==> config.mk <==
export PLATFORM = sky130hd
export DESIGN_NAME = fft_frame_feeder_flat
export DESIGN_NICKNAME = d
export VERILOG_FILES = /design/src/rtl/fft_frame_feeder_pkg.sv /design/src/rtl/fft_frame_feeder_if.sv /design/src/rtl/fft_frame_feeder_sample_fifo.sv /design/src/rtl/fft_frame_feeder.sv /design/src/flat_wrapper.sv
export SDC_FILE = /design/constraint.sdc
export NUM_CORES = 1
export LEC_CHECK = 0
export BUFFER_PORTS_ARGS = -buffer_cell sky130_fd_sc_hd__buf_2
export CELL_PAD_IN_SITES_DETAIL_PLACEMENT = 0
export CELL_PAD_IN_SITES_GLOBAL_PLACEMENT = 1
export CORE_MARGIN = 2
export CORE_UTILIZATION = 40
export DETAILED_ROUTE_END_ITERATION = 8
export GPL_ROUTABILITY_DRIVEN = 0
export HOLD_SLACK_MARGIN = 0.05
export PLACE_DENSITY_LB_ADDON = 0.1
export SETUP_SLACK_MARGIN = 0.1
export SYNTH_ARGS = -nofsm -noshare
export SYNTH_HDL_FRONTEND = slang
export SYNTH_SLANG_ARGS = --single-unit
==> constraint.sdc <==
create_clock -name clk_in -period 4.8 [get_ports clk_in]
set_input_delay 0.24 -clock clk_in [delete_from_list [all_inputs] [get_ports clk_in]]
set_output_delay 0.24 -clock clk_in [all_outputs]
set_load 0.005 [all_outputs]
==> src/rtl/fft_frame_feeder_pkg.sv <==
// Shared types and default sizes for the FFT frame feeder.
// The state enum and bus widths are kept here so the top, its buffer and its bus agree.
package fft_frame_feeder_pkg;

   localparam int DEFAULT_FFT_LEN  = 2048;
   localparam int DEFAULT_SAMPLE_W = 16;
   localparam int FFT_DATA_W       = 32;
   localparam int FFT_REAL_W       = 16;

   typedef enum logic [1:0] {
      IDLE   = 2'd0,
      STREAM = 2'd1,
      PAD    = 2'd2,
      DONE   = 2'd3
   } state_e;

endpackage

==> src/rtl/fft_frame_feeder_if.sv <==
// AXI-Stream style beat bus between the frame feeder (master) and the FFT core (slave).
interface fft_frame_feeder_if;
   import fft_frame_feeder_pkg::*;

   logic [FFT_DATA_W-1:0] fft_data_out;
   logic                  fft_valid_out;
   logic                  fft_last_out;
   logic                  fft_ready_in;

   modport master (
      output fft_data_out,
      output fft_valid_out,
      output fft_last_out,
      input  fft_ready_in
   );

   modport slave (
      input  fft_data_out,
      input  fft_valid_out,
      input  fft_last_out,
      output fft_ready_in
   );

endinterface

==> src/rtl/fft_frame_feeder_sample_fifo.sv <==
// Synchronous sample buffer. The head entry is read directly from the storage flops.
// A push into a full buffer is accepted only when a pop happens in the same cycle.
module sample_fifo #(
   parameter int WIDTH = 16,
   parameter int DEPTH = 16
) (
   input  logic             clk_in,
   input  logic             rst_in,
   input  logic             push_i,
   input  logic [WIDTH-1:0] data_i,
   input  logic             pop_i,
   output logic [WIDTH-1:0] data_o,
   output logic             full_o,
   output logic             empty_o
);

   localparam int AW = $clog2(DEPTH);

   logic [WIDTH-1:0] mem_q [DEPTH];
   logic [AW-1:0]    wrPtr_q, wrPtr_d;
   logic [AW-1:0]    rdPtr_q, rdPtr_d;
   logic [AW:0]      count_q, count_d;
   logic             doPush;
   logic             doPop;

   assign full_o  = (count_q == (AW+1)'(DEPTH));
   assign empty_o = (count_q == '0);
   assign data_o  = mem_q[rdPtr_q];
   assign doPop   = pop_i && !empty_o;
   assign doPush  = push_i && (!full_o || doPop);

   always_comb begin
      wrPtr_d = wrPtr_q;
      rdPtr_d = rdPtr_q;
      count_d = count_q;
      if (doPush) wrPtr_d = wrPtr_q + 1'b1;
      if (doPop)  rdPtr_d = rdPtr_q + 1'b1;
      case ({doPush, doPop})
         2'b10:   count_d = count_q + 1'b1;
         2'b01:   count_d = count_q - 1'b1;
         default: count_d = count_q;
      endcase
   end

   always_ff @(posedge clk_in) begin
      if (rst_in) begin
         wrPtr_q <= '0;
         rdPtr_q <= '0;
         count_q <= '0;
      end else begin
         wrPtr_q <= wrPtr_d;
         rdPtr_q <= rdPtr_d;
         count_q <= count_d;
      end
   end

   // Storage carries no reset; consumers only look at it while the buffer is non-empty.
   always_ff @(posedge clk_in) begin
      if (doPush) mem_q[wrPtr_q] <= data_i;
   end

endmodule

==> src/rtl/fft_frame_feeder.sv <==
// Buffers a recording of audio samples and streams it to an FFT as whole frames,
// zero-padding the final frame so every frame carries exactly FFT_LEN beats.
module fft_frame_feeder
   import fft_frame_feeder_pkg::*;
#(
   parameter int SAMPLE_W   = DEFAULT_SAMPLE_W,
   parameter int FFT_LEN    = DEFAULT_FFT_LEN,
   parameter int FIFO_DEPTH = 16
) (
   input  logic                       clk_in,
   input  logic                       rst_in,
   input  logic                       start_in,
   input  logic [31:0]                recording_length,
   input  logic signed [SAMPLE_W-1:0] sample_in,
   input  logic                       sample_valid_in,
   fft_frame_feeder_if.master         fft_bus,
   output logic                       busy_out,
   output logic                       done_out,
   output logic                       overflow_out,
   output logic [15:0]                frame_count_out
);

   localparam int IDX_W = $clog2(FFT_LEN);

   state_e             state_q, state_d;
   logic [31:0]        len_q, len_d;
   logic [31:0]        captured_q, captured_d;
   logic [IDX_W-1:0]   index_q, index_d;
   logic [15:0]        frame_q, frame_d;
   logic               overflow_q, overflow_d;
   logic               zeroDone_q, zeroDone_d;

   logic [FFT_REAL_W-1:0] sampleReal;
   logic [FFT_REAL_W-1:0] fifoHead;
   logic fifoFull, fifoEmpty;
   logic wantSample, popBeat, acceptSample, dropSample;
   logic validOut, lastOut, xfer;

   // The real part is exactly 16 bits wide: wider samples keep their low bits, narrower ones sign-extend.
   if (SAMPLE_W >= FFT_REAL_W) begin : g_trunc
      assign sampleReal = sample_in[FFT_REAL_W-1:0];
   end else begin : g_sext
      assign sampleReal = {{(FFT_REAL_W-SAMPLE_W){sample_in[SAMPLE_W-1]}}, sample_in};
   end

   sample_fifo #(
      .WIDTH (FFT_REAL_W),
      .DEPTH (FIFO_DEPTH)
   ) u_sample_fifo (
      .clk_in  (clk_in),
      .rst_in  (rst_in),
      .push_i  (acceptSample),
      .data_i  (sampleReal),
      .pop_i   (popBeat),
      .data_o  (fifoHead),
      .full_o  (fifoFull),
      .empty_o (fifoEmpty)
   );

   assign validOut     = ((state_q == STREAM) && !fifoEmpty) || (state_q == PAD);
   assign lastOut      = validOut && (index_q == IDX_W'(FFT_LEN - 1));
   assign xfer         = validOut && fft_bus.fft_ready_in;
   assign popBeat      = (state_q == STREAM) && xfer;
   assign wantSample   = (state_q == STREAM) && sample_valid_in && (captured_q < len_q);
   assign acceptSample = wantSample && (!fifoFull || popBeat);
   assign dropSample   = wantSample && fifoFull && !popBeat;

   assign fft_bus.fft_valid_out = validOut;
   assign fft_bus.fft_last_out  = lastOut;
   assign fft_bus.fft_data_out  = (state_q == STREAM)
                                ? {{(FFT_DATA_W-FFT_REAL_W){1'b0}}, fifoHead} : '0;
   assign busy_out        = (state_q != IDLE);
   assign done_out        = (state_q == DONE) || zeroDone_q;
   assign overflow_out    = overflow_q;
   assign frame_count_out = frame_q;

   always_comb begin
      state_d    = state_q;
      len_d      = len_q;
      captured_d = captured_q;
      index_d    = index_q;
      frame_d    = frame_q;
      overflow_d = overflow_q;
      zeroDone_d = 1'b0;

      if (xfer) begin
         index_d = lastOut ? '0 : index_q + 1'b1;
         if (lastOut && (frame_q != 16'hFFFF)) frame_d = frame_q + 16'd1;
      end

      case (state_q)
         IDLE: begin
            if (start_in) begin
               if (recording_length == 32'd0) begin
                  zeroDone_d = 1'b1;
               end else begin
                  state_d    = STREAM;
                  len_d      = recording_length;
                  captured_d = '0;
                  index_d    = '0;
                  frame_d    = '0;
                  overflow_d = 1'b0;
               end
            end
         end
         STREAM: begin
            if (acceptSample) captured_d = captured_q + 32'd1;
            if (dropSample)   overflow_d = 1'b1;
            // An empty buffer means no beat moves this cycle, so index_q is final here.
            if ((captured_q == len_q) && fifoEmpty) begin
               state_d = (index_q == '0) ? DONE : PAD;
            end
         end
         PAD: begin
            if (xfer && lastOut) state_d = DONE;
         end
         DONE: begin
            state_d = IDLE;
         end
      endcase
   end

   always_ff @(posedge clk_in) begin
      if (rst_in) begin
         state_q    <= IDLE;
         len_q      <= '0;
         captured_q <= '0;
         index_q    <= '0;
         frame_q    <= '0;
         overflow_q <= 1'b0;
         zeroDone_q <= 1'b0;
      end else begin
         state_q    <= state_d;
         len_q      <= len_d;
         captured_q <= captured_d;
         index_q    <= index_d;
         frame_q    <= frame_d;
         overflow_q <= overflow_d;
         zeroDone_q <= zeroDone_d;
      end
   end

endmodule

==> src/flat_wrapper.sv <==
// flat-port wrapper written by rule: the top's interface ports become plain ports
module fft_frame_feeder_flat import fft_frame_feeder_pkg::*;
#(
   parameter int SAMPLE_W   = DEFAULT_SAMPLE_W,
   parameter int FFT_LEN    = DEFAULT_FFT_LEN,
   parameter int FIFO_DEPTH = 16
)
  (clk_in, rst_in, start_in, recording_length, sample_in, sample_valid_in, busy_out, done_out, overflow_out, frame_count_out, fft_bus_fft_data_out, fft_bus_fft_valid_out, fft_bus_fft_last_out, fft_bus_fft_ready_in);
  fft_frame_feeder_if fft_bus_i ();
  input  logic clk_in;
  input  logic rst_in;
  input  logic start_in;
  input  logic [31:0] recording_length;
  input  logic signed [SAMPLE_W-1:0] sample_in;
  input  logic sample_valid_in;
  output logic busy_out;
  output logic done_out;
  output logic overflow_out;
  output logic [15:0] frame_count_out;
  output wire logic [$bits(fft_bus_i.fft_data_out)-1:0] fft_bus_fft_data_out;
  output wire logic [$bits(fft_bus_i.fft_valid_out)-1:0] fft_bus_fft_valid_out;
  output wire logic [$bits(fft_bus_i.fft_last_out)-1:0] fft_bus_fft_last_out;
  input wire logic [$bits(fft_bus_i.fft_ready_in)-1:0] fft_bus_fft_ready_in;
  assign fft_bus_fft_data_out = fft_bus_i.fft_data_out;
  assign fft_bus_fft_valid_out = fft_bus_i.fft_valid_out;
  assign fft_bus_fft_last_out = fft_bus_i.fft_last_out;
  assign fft_bus_i.fft_ready_in = fft_bus_fft_ready_in;
  fft_frame_feeder #(.SAMPLE_W(SAMPLE_W), .FFT_LEN(FFT_LEN), .FIFO_DEPTH(FIFO_DEPTH)) u_core (.clk_in(clk_in), .rst_in(rst_in), .start_in(start_in), .recording_length(recording_length), .sample_in(sample_in), .sample_valid_in(sample_valid_in), .fft_bus(fft_bus_i), .busy_out(busy_out), .done_out(done_out), .overflow_out(overflow_out), .frame_count_out(frame_count_out));
endmodule
# Word level (Yosys, flattened, before mapping)
# Memory sizes are Yosys's and may differ from the RTL's. A register that Yosys moved wholly into a read port is not among the register bits.
# Index checks and enable logic that the tools add are counted.
classes:
  add_sub_neg: 7
  order_cmp: 1
  eq_ne: 15
  muxes: 31
  bitwise_logic: 3
  reduce_logical: 33
op_table:
  columns: ["op", "n"]
  rows:
  - ["$mux 16", 6]
  - ["$mux 32", 3]
  - ["$pmux 32 s2", 1]
  - ["$mux 11", 5]
  - ["$add 32x1->32 const B", 1]
  - ["$eq 32x32->1", 1]
  - ["$logic_not 32->1", 1]
  - ["$lt 32x32->1", 1]
  - ["$add 16x1->16 const B", 1]
  - ["$ne 16x16->1 const B", 1]
  - ["$logic_and 1x1->1", 14]
  - ["$reduce_and 4->1", 3]
  - ["$add 11x1->11 const B", 1]
  - ["$eq 11x11->1 const B", 1]
  - ["$logic_not 11->1", 1]
  - ["$ne 2x2->1 const B", 5]
  - ["$pmux 5 s2", 1]
  - ["$add 4x1->4 const B", 2]
  - ["$mux 2", 4]
  - ["$mux 4", 2]
  - ["$pmux 2 s4", 1]
  - ["$mux 1", 7]
  - ["$eq 2x2->1 const B", 3]
  - ["$reduce_bool 2->1", 3]
  - ["13 further kinds", 21]
totals:
  regBits: 108
  ramBits: 256
  input_bits: 53
  output_inout_bits: 53
  word_cells: 101
  mem_count: 1
memory_table:
  columns: ["memory", "words", "word_bits", "read_ports", "rd_clocked_by_memory_dff", "write_ports", "line", "source"]
  rows:
  - ["u_core.u_sample_fifo.mem_q", 16, 16, 1, 1, 1, "fft_frame_feeder_sample_fifo.sv:19", "logic [WIDTH-1:0] mem_q [DEPTH];"]

# Depth between registers and ports, before layout
# Gate-level depths: netlist of run 1.
logic_depth:
  ltp_word: 11
  mapped_depth: 18

# Hierarchy
# From an unflattened synthesis of run 1, not the netlist that was laid out.
hier_totals:
  hier_cells: 1180
  hier_area_um2: 16220.6
by_module_without_submodules:
  columns: ["mod", "instances", "cells_per_inst", "area_each_um2", "seq_area_each_um2"]
  rows:
  - ["sample_fifo", 1, 521, 10630.2, 8027.7]
  - ["fft_frame_feeder", 1, 659, 5590.4, 1901.8]

# Worst setup path after synthesis of run 1
# Ideal clock, no wire load.
synth_path:
  path_type: "register to register"
  startpoint: "reg u_core.captured_q[17]"
  endpoint: "reg u_core.u_sample_fifo.count_q[4]"
  setup_time_ns: 0.070
  arrival_time_ns: 3.798
  required_ns: 4.730
  setup_slack_ns: 0.932
  stages_incl_launch_ff: 18
  n_path_buf: 1
  synth_period_minus_slack_ns: 3.868
  cell_sequence: "dfxtp_1 > ha_1 > a21o_1 > a221o_1 > a2111oi_2 > nand3_1 > nor2_1 > inv_1 > ha_1 > clkbuf_1 > xor2_1 > ha_1 > o21ai_0 > a21oi_1 > a21oi_1 > xor2_1 > or3_1 > a21oi_1"
synth_between:
  elab_chain_cells: 6
  elab_cells_between_ends: 8
  cone_classes: "1 x order compare; 2 x eq/ne; 1 x mux; 4 x reduce/logical"
synth_lines:
  columns: ["item", "line", "source"]
  rows:
  - ["from (decl)", "fft_frame_feeder.sv:27", "logic [31:0] captured_q, captured_d;"]
  - ["from (signal assigned)", "fft_frame_feeder.sv:135", "captured_q <= captured_d;"]
  - ["$lt 32x32->1 *", "fft_frame_feeder.sv:64", "assign wantSample = (state_q == STREAM) && sample_valid_in && (captured_q < len_q);"]
  - ["$logic_and 1x1->1 *", "fft_frame_feeder.sv:64", null]
  - ["$logic_and 1x1->1 *", "fft_frame_feeder.sv:65", "assign acceptSample = wantSample && (!fifoFull || popBeat);"]
  - ["$logic_and 1x1->1 *", "fft_frame_feeder_sample_fifo.sv:30", "assign doPush = push_i && (!full_o || doPop);"]
  - ["$eq 2x1->1 or $eq 2x2->1 (tied branches)", "fft_frame_feeder_sample_fifo.sv:38", "case ({doPush, doPop})"]
  - ["$pmux 5 s2 or $reduce_bool 2->1 (tied branches)", null, null]
  - ["to (signal assigned)", "fft_frame_feeder_sample_fifo.sv:53", "count_q <= count_d;"]
  - ["to (decl)", "fft_frame_feeder_sample_fifo.sv:22", "logic [AW:0] count_q, count_d;"]
# Every way passes the cells marked *; elsewhere a longest branch is shown, timed or not.
# A chain may end at the register's enable or synchronous reset.

# Worst setup path after layout of run 1
layout_path:
  startpoint: "reg u_core.captured_q[30]"
  endpoint: "reg u_core.u_sample_fifo.count_q[4]"
# Same word-level chain as after synthesis.

==> results of run 1 <==
## flip-flops by register name, indices dropped and copies added, names as in the netlist, named ones only
signal and count:
u_core.u_sample_fifo.mem_q 256, u_core.state_q 2, u_core.index_q 11, u_core.overflow_out 1, u_core.u_sample_fifo.count_q 5, u_core.u_sample_fifo.wrPtr_q 4
u_core.u_sample_fifo.rdPtr_q 4, u_core.zeroDone_q 1, u_core.captured_q 32, u_core.frame_count_out 16, u_core.len_q 32
## layer usage
layer	part of all wire (%)	global-route usage [%]	wire length (um)
met4	1.6	4.33	586
met5	0.035	0	13
met2	51	32.1	19100
met3	3.6	3.43	1350
met1	44	24.1	16500
## power by group
group	switching, mW	internal [mW]
registers	0.0741	3.50
logic	0.646	0.433
clock network	1.26	1.67
total	1.98	5.60
## through the flow
step                hold slack [ns]  worst slack (ns)  instances
finish                        0.139             0.718       1826
floorplan                     0.339             0.932       1133
CTS                           0.119             0.616       1826
detailed placement            0.479             0.642       1704
global route                  0.158             0.206       1826
global placement              0.467             0.724       1704
## cells in the mapped netlist (all sizes together), types with 2 or more instances
cell	instances	area [sq um]
a21boi	2	15.0
a21o	3	22.5
a21oi	56	280
a221oi	2	17.5
a2bb2oi	2	17.5
a31o	2	17.5
a31oi	2	12.5
and2	23	144
and3	13	82.6
and4	2	20.0
buf	25	154
clkbuf	38	143
dfxtp	112	2240
edfxtp	256	7690
ha	49	613
inv	55	206
mux2i	35	350
mux4	80	1800
nand2	50	188
nand2b	6	37.5
nand3	33	170
nand3b	2	15.0
nand4	21	146
nor2	92	353
nor3	14	70.1
nor4	13	81.3
nor4b	4	35.0
o21ai	31	155
o31ai	10	75.1
or2	3	18.8
or3	22	143
or4	12	98.8
xnor2	10	87.6
xor2	23	201
## cells by family after synthesis
logic type / synth area share [%]
AO/OA/AOI/OAI: 4.50
XOR/XNOR: 1.83
adder cells (fa/ha/maj): 3.87
buffers and inverters: 3.18
flip-flops: 62.7
multiplexers: 13.6
other: 0.0237
AND/OR/NAND/NOR: 10.3
## tightest hold or removal path, stage by stage
cell	delay, ns
sky130_fd_sc_hd__buf_2	0.13
sky130_fd_sc_hd__nor2b_1	0.14
sky130_fd_sc_hd__nand3_1	0.08
sky130_fd_sc_hd__a21oi_1	0.05
## worst min path at each step
stage                                                   from                                          to  slack (ns)  cells after the start
final                                   fft_bus_fft_ready_in                u_core.index_q[1]$_SDFF_PP0_        0.14                      4
after floorplan                                 sample_in[0]  u_core.u_sample_fifo.mem_q[0][0]$_DFFE_PP_        0.34                      0
after global routing                    fft_bus_fft_ready_in                u_core.index_q[1]$_SDFF_PP0_        0.16                      4
after detailed placement  u_core.captured_q[31]$_SDFFE_PP0P_          u_core.captured_q[31]$_SDFFE_PP0P_        0.48                      2
after global placement    u_core.captured_q[31]$_SDFFE_PP0P_          u_core.captured_q[31]$_SDFFE_PP0P_        0.47                      2
after CTS                               fft_bus_fft_ready_in                u_core.index_q[1]$_SDFF_PP0_        0.12                      4
## what timing repair did
item,CTS,global route
hold buffers,49,0
endpoints found under the setup margin,0,0
hold endpoints to repair,279,0
## area by class of cell
| cell class | count | area (sq um) | share of cell area [%] |
|---|---|---|---|
| sequential | 368 | 9930 | 53.1 |
| multi-input combinational | 647 | 5510 | 29.4 |
| timing repair buffer | 165 | 1180 | 6.28 |
| clock buffer | 59 | 1140 | 6.12 |
| tap | 518 | 648 | 3.46 |
| inverter | 55 | 206 | 1.10 |
| clock inverter | 14 | 104 | 0.555 |
## placed cells by master, fill, tap and decap left out, drive strengths merged, types with 3 or more instances in the layout
cell type,synthesis,layout
ha,49,49
dfxtp,112,112
clkbuf,38,59
nor2,92,92
and3,13,13
or3,22,22
nor4,13,13
or2,3,3
mux4,80,80
a21oi,56,56
clkinv,0,8
dlygate4sd3,0,49
nor4b,4,4
o21ai,31,31
o31ai,10,10
buf,25,116
nand2,50,50
or4,12,12
a21o,3,3
nor3,14,14
conb,1,16
and2,23,23
mux2i,35,35
nand3,33,33
edfxtp,256,256
nand4,21,21
inv,55,57
xor2,23,23
nand2b,6,6
xnor2,10,10
clkinvlp,0,4
==> results by stage, run 1 <==
CTS:
- The total setup buffers inserted after CTS is 0.
- The clock buffer count from CTS is 42.
- The clock sink count is 368.
- The post-CTS resize count is 0.
- The clock tree from TritonCTS is built.
- The maximum level of the CTS H-tree is 2.
- The clock root buffer is sky130_fd_sc_hd__clkbuf_16.
- No sink is reached through more buffers than the 3 on the longest clock path.
- Clock-pin slew was measured on the worst setup and hold paths at 0.05 ns.
- For the worst-skew pair, the clock arrives at the later sink with an insertion delay of 0.56 ns.

Final layout:
- The utilization of the core after routing is 48.2%.
- The number of antenna cells inserted is 0.
- The net count of the finished layout is 1,381.
- The fill cell instance count of the final layout is 3,405.
- The share of layout cells above drive strength 1 is 21.7%.
- The final cell area excluding filler cells is 18,700 sq um.
- The area added between synthesis and finish is 18.3%.

STA:
- Setup violations remaining at the end of the flow were counted as 0.
- Static timing analysis puts the maximum clock frequency at 0.245 GHz.
- Setup repair after global routing left no endpoint under its margin.
- After layout, the minimum clock period comes to 4.08 ns.
- Measured against its own limit, the worst slew margin works out to 37.1%.
- The pin slew with the least headroom to its limit is 0.940 ns.
- The final count of pins violating max slew was 0.
- The final cycle utilization of the critical path is 85.0%.
- The final count of hold timing violations is 0.
- Between clock sinks in the finished design, the worst skew comes to 0.0225 ns.
- The sum of negative setup slack is 0 ns.

Detailed routing:
- The detailed router's first-iteration violation count is 507.
- The via count is 9,462.
- The sum of routed wire length over all layers is 37,500 um.
- The first TritonRoute pass finished after 5 iterations.
- In the routed design, unresolved DRC markers number 0.
- After detailed routing, the number of vias per cell comes to 5.18.
- The average routed wire per standard cell is 20.6 um.
- The post-route antenna net violation count is 0.

Logic synthesis:
- Synthesis produced a netlist whose cell count is 1,118.
- The mapped cell area is 15,800 sq um.
- The number of synthesized flops with an enable pin is 256.
- A synthesized cell averages 14.2 sq um.
- The number of synthesis warnings is 0.
- The synthesis-stage register bit count is 368.
- Summing the sequential cell areas from Yosys gives 62.7% of the chip area.
- After synthesis, the share of flip-flops with an asynchronous set or reset is 0%.
- The primary flip-flop cell chosen by synthesis mapping is sky130_fd_sc_hd__edfxtp_1.
- The number of distinct library cells after synthesis is 59.

Die:
- The die is 203 um tall.
- The width of the die is 203 um.
- The number of placement rows is 72.
- The initial utilization of the core area, before any placement, comes to 40.8%.
- 106 I/O pins were placed.
- The total area inside the core boundary comes to 38,800 sq um.
- The floorplan die area is 41,200 sq um.

Pwr:
- The overall power after layout is 7.58 mW.
- The leakage power summed over all cells is 6.48 nW.
- The maximum ir drop on the vdd rail is 239 uV.
- The power density over the cells is 405 nW/um^2.

Setup path:
- The critical path's top delay family is simple AND/OR/NAND/NOR gates.
- STA puts the critical path data arrival time at 4.56 ns.
- The startpoint identified for the worst register-to-register timing path is u_core.captured_q[30]$_SDFFE_PP0P_.
- The capturing element of the worst setup path is u_core.u_sample_fifo.count_q[4]$_SDFFE_PP0P_.
- The largest individual stage delay along the critical path comes from the cell sky130_fd_sc_hd__nor4_1.
- The total buffers and inverters traversed by the critical path is 3.
- The stage delay of the slowest cell on the critical path is 0.64 ns.
- The signal on the critical path passes through ha_1 > nand4_1 > nor4_1 > nand4_1 > a31oi_1 > buf_4 > nor2_1 > buf_4 > inv_1 > ha_1 > xor2_1 > ha_1 > o21ai_0 > a21oi_1 > a21oi_1 > xor2_1 > or3_1 > a21oi_1.
- The critical path capture point type is a flip-flop.
- Along the worst path, the maximum fanout reaches 9.
- The required time reported for the critical path endpoint is 5.28 ns.
- The source of the critical timing path is u_core.captured_q[30]$_SDFFE_PP0P_.
- The critical path runs through a total of 18 cells.
- The number of cells on the worst reg-to-reg path is 18.
- The class of the most critical setup path is reg -> reg.
- The worst reg-to-reg setup slack is 0.72 ns.
- The launching element type of the critical path is a flip-flop.
- In this run the critical register-to-register path is captured at u_core.u_sample_fifo.count_q[4]$_SDFFE_PP0P_.

Global routing:
- The via count of the first global-routing pass is 9,486.
- The first global-routing pass estimated 57,100 um of wire.
- The pin count of the biggest net entering global routing is 38.
- The total overflow left after global routing is 0.
- Across every metal layer, demand over resource in global routing totals 18.5%.
- The initial antenna violation count was 1.

Outcome:
- The flow ran to the end, and the final reports show no timing, DRC or antenna violations.

Placed design:
- The count of buffers inserted at the top-level ports is 89.
- The sum of net half-perimeters after detailed placement is 23,100 um.
- After detailed placement, the total cell area comes to 17,000 sq um.

Run:
- Max-cap violations in this run came to 0.

Hold path:
- The path class of the tightest hold or removal check is in -> reg.
No activity file was read; power rests on OpenSTA's default activity.
==> run 2: changes to the inputs <==
Settings changed: ABC_AREA set to 1, HOLD_SLACK_MARGIN 0.05 to not set.
==> results by stage, run 2 <==
Outcome:
- The run finished with clean final reports.

Logic synthesis:
- After synthesis, the cell types taking the most area are sky130_fd_sc_hd__edfxtp_1 45%, sky130_fd_sc_hd__dfxtp_1 13%, sky130_fd_sc_hd__nor2_1 5.8%.
- Yosys mapped a number of flops with a built-in enable equal to 256.
- The commonest cells after synthesis are 263 x sky130_fd_sc_hd__nor2_1, 256 x sky130_fd_sc_hd__edfxtp_1, 181 x sky130_fd_sc_hd__o21ai_0.
- Of all cell types, the one taking the most synthesized area is sky130_fd_sc_hd__edfxtp_1.
- The primary flip-flop cell chosen by synthesis mapping is sky130_fd_sc_hd__edfxtp_1.
- The mapped cell area is 17,100 sq um.
- The top-area cell type share of the netlist area is 44.8%.
- The synthesis-stage register bit count is 368.
- The average footprint of a synthesized cell is 10.1 sq um.
- Yosys instantiated no cell more often than sky130_fd_sc_hd__nor2_1.
- The number of synthesis warnings is 0.
- The number of instances in the synthesized netlist is 1,701.
- The number of distinct library cells after synthesis is 48.
- The portion of the post-synthesis area used by sequential elements is 57.9%.
- The async set-reset flop share out of synthesis is 0%.

Final layout:
- The repair_antennas step left the layout with diodes totalling 0.
- The number of flip-flops in the largest register is 256.
- The finished layout holds 2,351 standard cells, fillers aside.
- The area growth from synthesis to layout is 13.4%.
- Ranked by flip-flop count, first place goes to u_core.u_sample_fifo.mem_q.
- The largest registers in the layout are u_core.u_sample_fifo.mem_q x256, u_core.captured_q x32, u_core.len_q x32.
- The commonest non-fill, non-tap cell in the layout is sky130_fd_sc_hd__edfxtp_1.
- The top cell types in the final layout, fill and taps aside, are 256 x sky130_fd_sc_hd__edfxtp_1, 247 x sky130_fd_sc_hd__nor2_1, 181 x sky130_fd_sc_hd__o21ai_0, 163 x sky130_fd_sc_hd__nand2_1, 109 x sky130_fd_sc_hd__dfxtp_1.
- After the last flow step, the layout net total stands at 1,882.
- The share of layout cells above drive strength 1 is 15.9%.

STA:
- The worst slew margin relative to its limit is 20.8%.
- The final count of hold timing violations is 0.
- The final critical delay including setup and external delays is 3.52 ns.
- The pin slew with the least headroom to its limit is 1.19 ns.
- The final count of pins violating max slew was 0.
- The sum of negative setup slack is 0 ns.
- The final cycle utilization of the critical path is 73.4%.
- The hold slack is 0.0244 ns.
- On the final layout, the worst clock skew is 0.0182 ns.
- Setup violations remaining at the end of the flow were counted as 0.
- Setup repair after global routing left no endpoint under its margin.
- The highest clock rate is 0.284 GHz.

Detailed routing:
- The detailed router's first-iteration violation count is 785.
- The detail route stage leaves a number of antenna-violating nets equal to 0.
- The via count is 12,100.
- After detailed routing, the number of remaining DRC violations is 0.
- Summed over all layers, the routed wires come to 45,700 um.
- The detailed-route vias per instance is 5.16.
- The total iterations of the first detailed-routing run is 5.
- Dividing the detail-routed wire length by the instance count gives 19.4 um.

Hold path:
- The type of the most critical hold path is in -> reg.
- The worst hold path passes through 3 cells.

Global routing:
- Entering global routing, the biggest net connects 72 pins.
- The total global routing track utilization is 20.7%.
- The global-route wire length before repair is 70,400 um.
- The sum of overflow across all layers after global routing is 0.
- The via count of the first global-routing pass was 11,900.
- The initial antenna violation count is 0.

Placed design:
- Buffers placed on the I/O ports in this run total 89.
- In this run, placement finished with an instance count of 2,258.
- The sum of net half-perimeters after detailed placement is 29,000 um.

Setup path:
- The class of the most critical setup path is reg -> out.
- Of all nets on the critical path, the largest fanout is 71.
- The arrival time at the worst endpoint is 3.28 ns.
- The critical path capture point type is an output pin.
- The required time reported for the critical path endpoint is 4.56 ns.
- The launching element type of the critical path is a flip-flop.
- The worst-case reg-to-reg path depth is 18.

Die:
- From left edge to right edge, the die measures 211 um.
- The die covers 44,500 sq um.
- The count of pins on the block boundary is 106.
- The number of placement rows is 75.
- The effective utilization at floorplan is 40.7%.
- The floorplan core area is 42,100 sq um.
- The height of the die is 211 um.

CTS:
- In this run, post-CTS repair resized a total of 0 instances.
- The clock buffer count from CTS is 40.
- CTS placed an instance of sky130_fd_sc_hd__clkbuf_16 at the clock tree root.
- CTS saw 368 sinks.
- The total setup buffers inserted after CTS is 0.
- The clock reaches the later pin of the worst-skew pair after 0.57 ns.
- The clock tree from TritonCTS is built.
- The maximum level of the CTS H-tree is 2.
- The clock-pin slew reported for the worst setup and hold paths after clock tree synthesis is 0.06 ns.
- No sink is reached through more buffers than the 3 on the longest clock path.

Run:
- Across the run, the number of max-cap violations was 0.

Pwr:
- Dividing total power by cell area gives a power density of 430 nW/um^2.
- Summed over all cells, the static leakage comes to 6.66 nW.
- Across the VDD grid, the largest voltage drop is 238 uV.
[run 2: layer usage]
| layer | track usage, % | part of all wire (%) |
|---|---|---|
| met2 | 36.3 | 50 |
| met1 | 26.8 | 44 |
| met4 | 6.63 | 2.6 |
| met5 | 0 | 0 |
| met3 | 2.50 | 3.8 |
[run 2: path summary, 6_finish.rpt]
| check | from | to | slack (ns) |
|---|---|---|---|
| worst max-delay path | flip-flop | fft_bus_fft_data_out[15] | 1.28 |
| worst min-delay path | recording_length[19] | u_core.len_q[19]$_SDFFE_PP0P_ | 0.02 |
| worst max register to register | u_core.captured_q[15]$_SDFFE_PP0P_ | u_core.u_sample_fifo.count_q[4]$_SDFFE_PP0P_ | 1.51 |
| worst min register to register | u_core.len_q[27]$_SDFFE_PP0P_ | u_core.len_q[27]$_SDFFE_PP0P_ | 0.46 |
[run 2: power breakdown]
group	total (mW)	switching [mW]	internal, mW
registers	3.59	0.0710	3.52
clock network	3.13	1.29	1.84
logic	1.64	1.20	0.443
[run 2: per-stage QoR]
step	power [mW]	utilization [%]	worst slack (ns)	area [sq um]
finish	8.36	46.1	1.28	19400
global placement	5.32	42.5	1.49	17900
global route	8.77	46.1	1.05	19400
floorplan	4.91	-	1.91	17200
detailed placement	5.33	42.5	1.50	17900
CTS	8.48	46.1	1.24	19400
[run 2: final cells by class]
cell class / count / area [sq um]
Fill cell: 4054 / 22700
Sequential cell: 368 / 9940
Multi-Input combinational cell: 1129 / 6310
Clock buffer: 57 / 1110
Timing Repair Buffer: 120 / 738
Tap cell: 539 / 674
Inverter: 121 / 455
Clock inverter: 17 / 211
[run 2: critical path, stage by stage, from the launching register on]
cell                       delay [ns]
sky130_fd_sc_hd__dfxtp_4         0.35
sky130_fd_sc_hd__buf_4           0.49
sky130_fd_sc_hd__buf_4           0.69
sky130_fd_sc_hd__o21ai_0         0.19
sky130_fd_sc_hd__o221ai_1        0.21
sky130_fd_sc_hd__o211ai_1        0.17
sky130_fd_sc_hd__a21oi_1         0.41
sky130_fd_sc_hd__buf_2           0.19
[run 2: cell families (layout without fill, tap and decap cells)]
kind of cell    Yosys count  in the layout  synth area share (%)
fa+ha+maj                49             49                  3.58
buf+inv                 219            315                  5.82
other cells               1             16                0.0219
simple gates            630            630                  16.8
xor+xnor                 43             43                  2.20
compound gates          391            391                  13.7
flops                   368            368                  57.9
[run 2: what timing repair did]
| action | in CTS | in global routing |
|---|---|---|
| endpoints found under the hold margin | 19 | 0 |
| hold buffers | 19 | 0 |
| setup endpoints to repair | 0 | 0 |
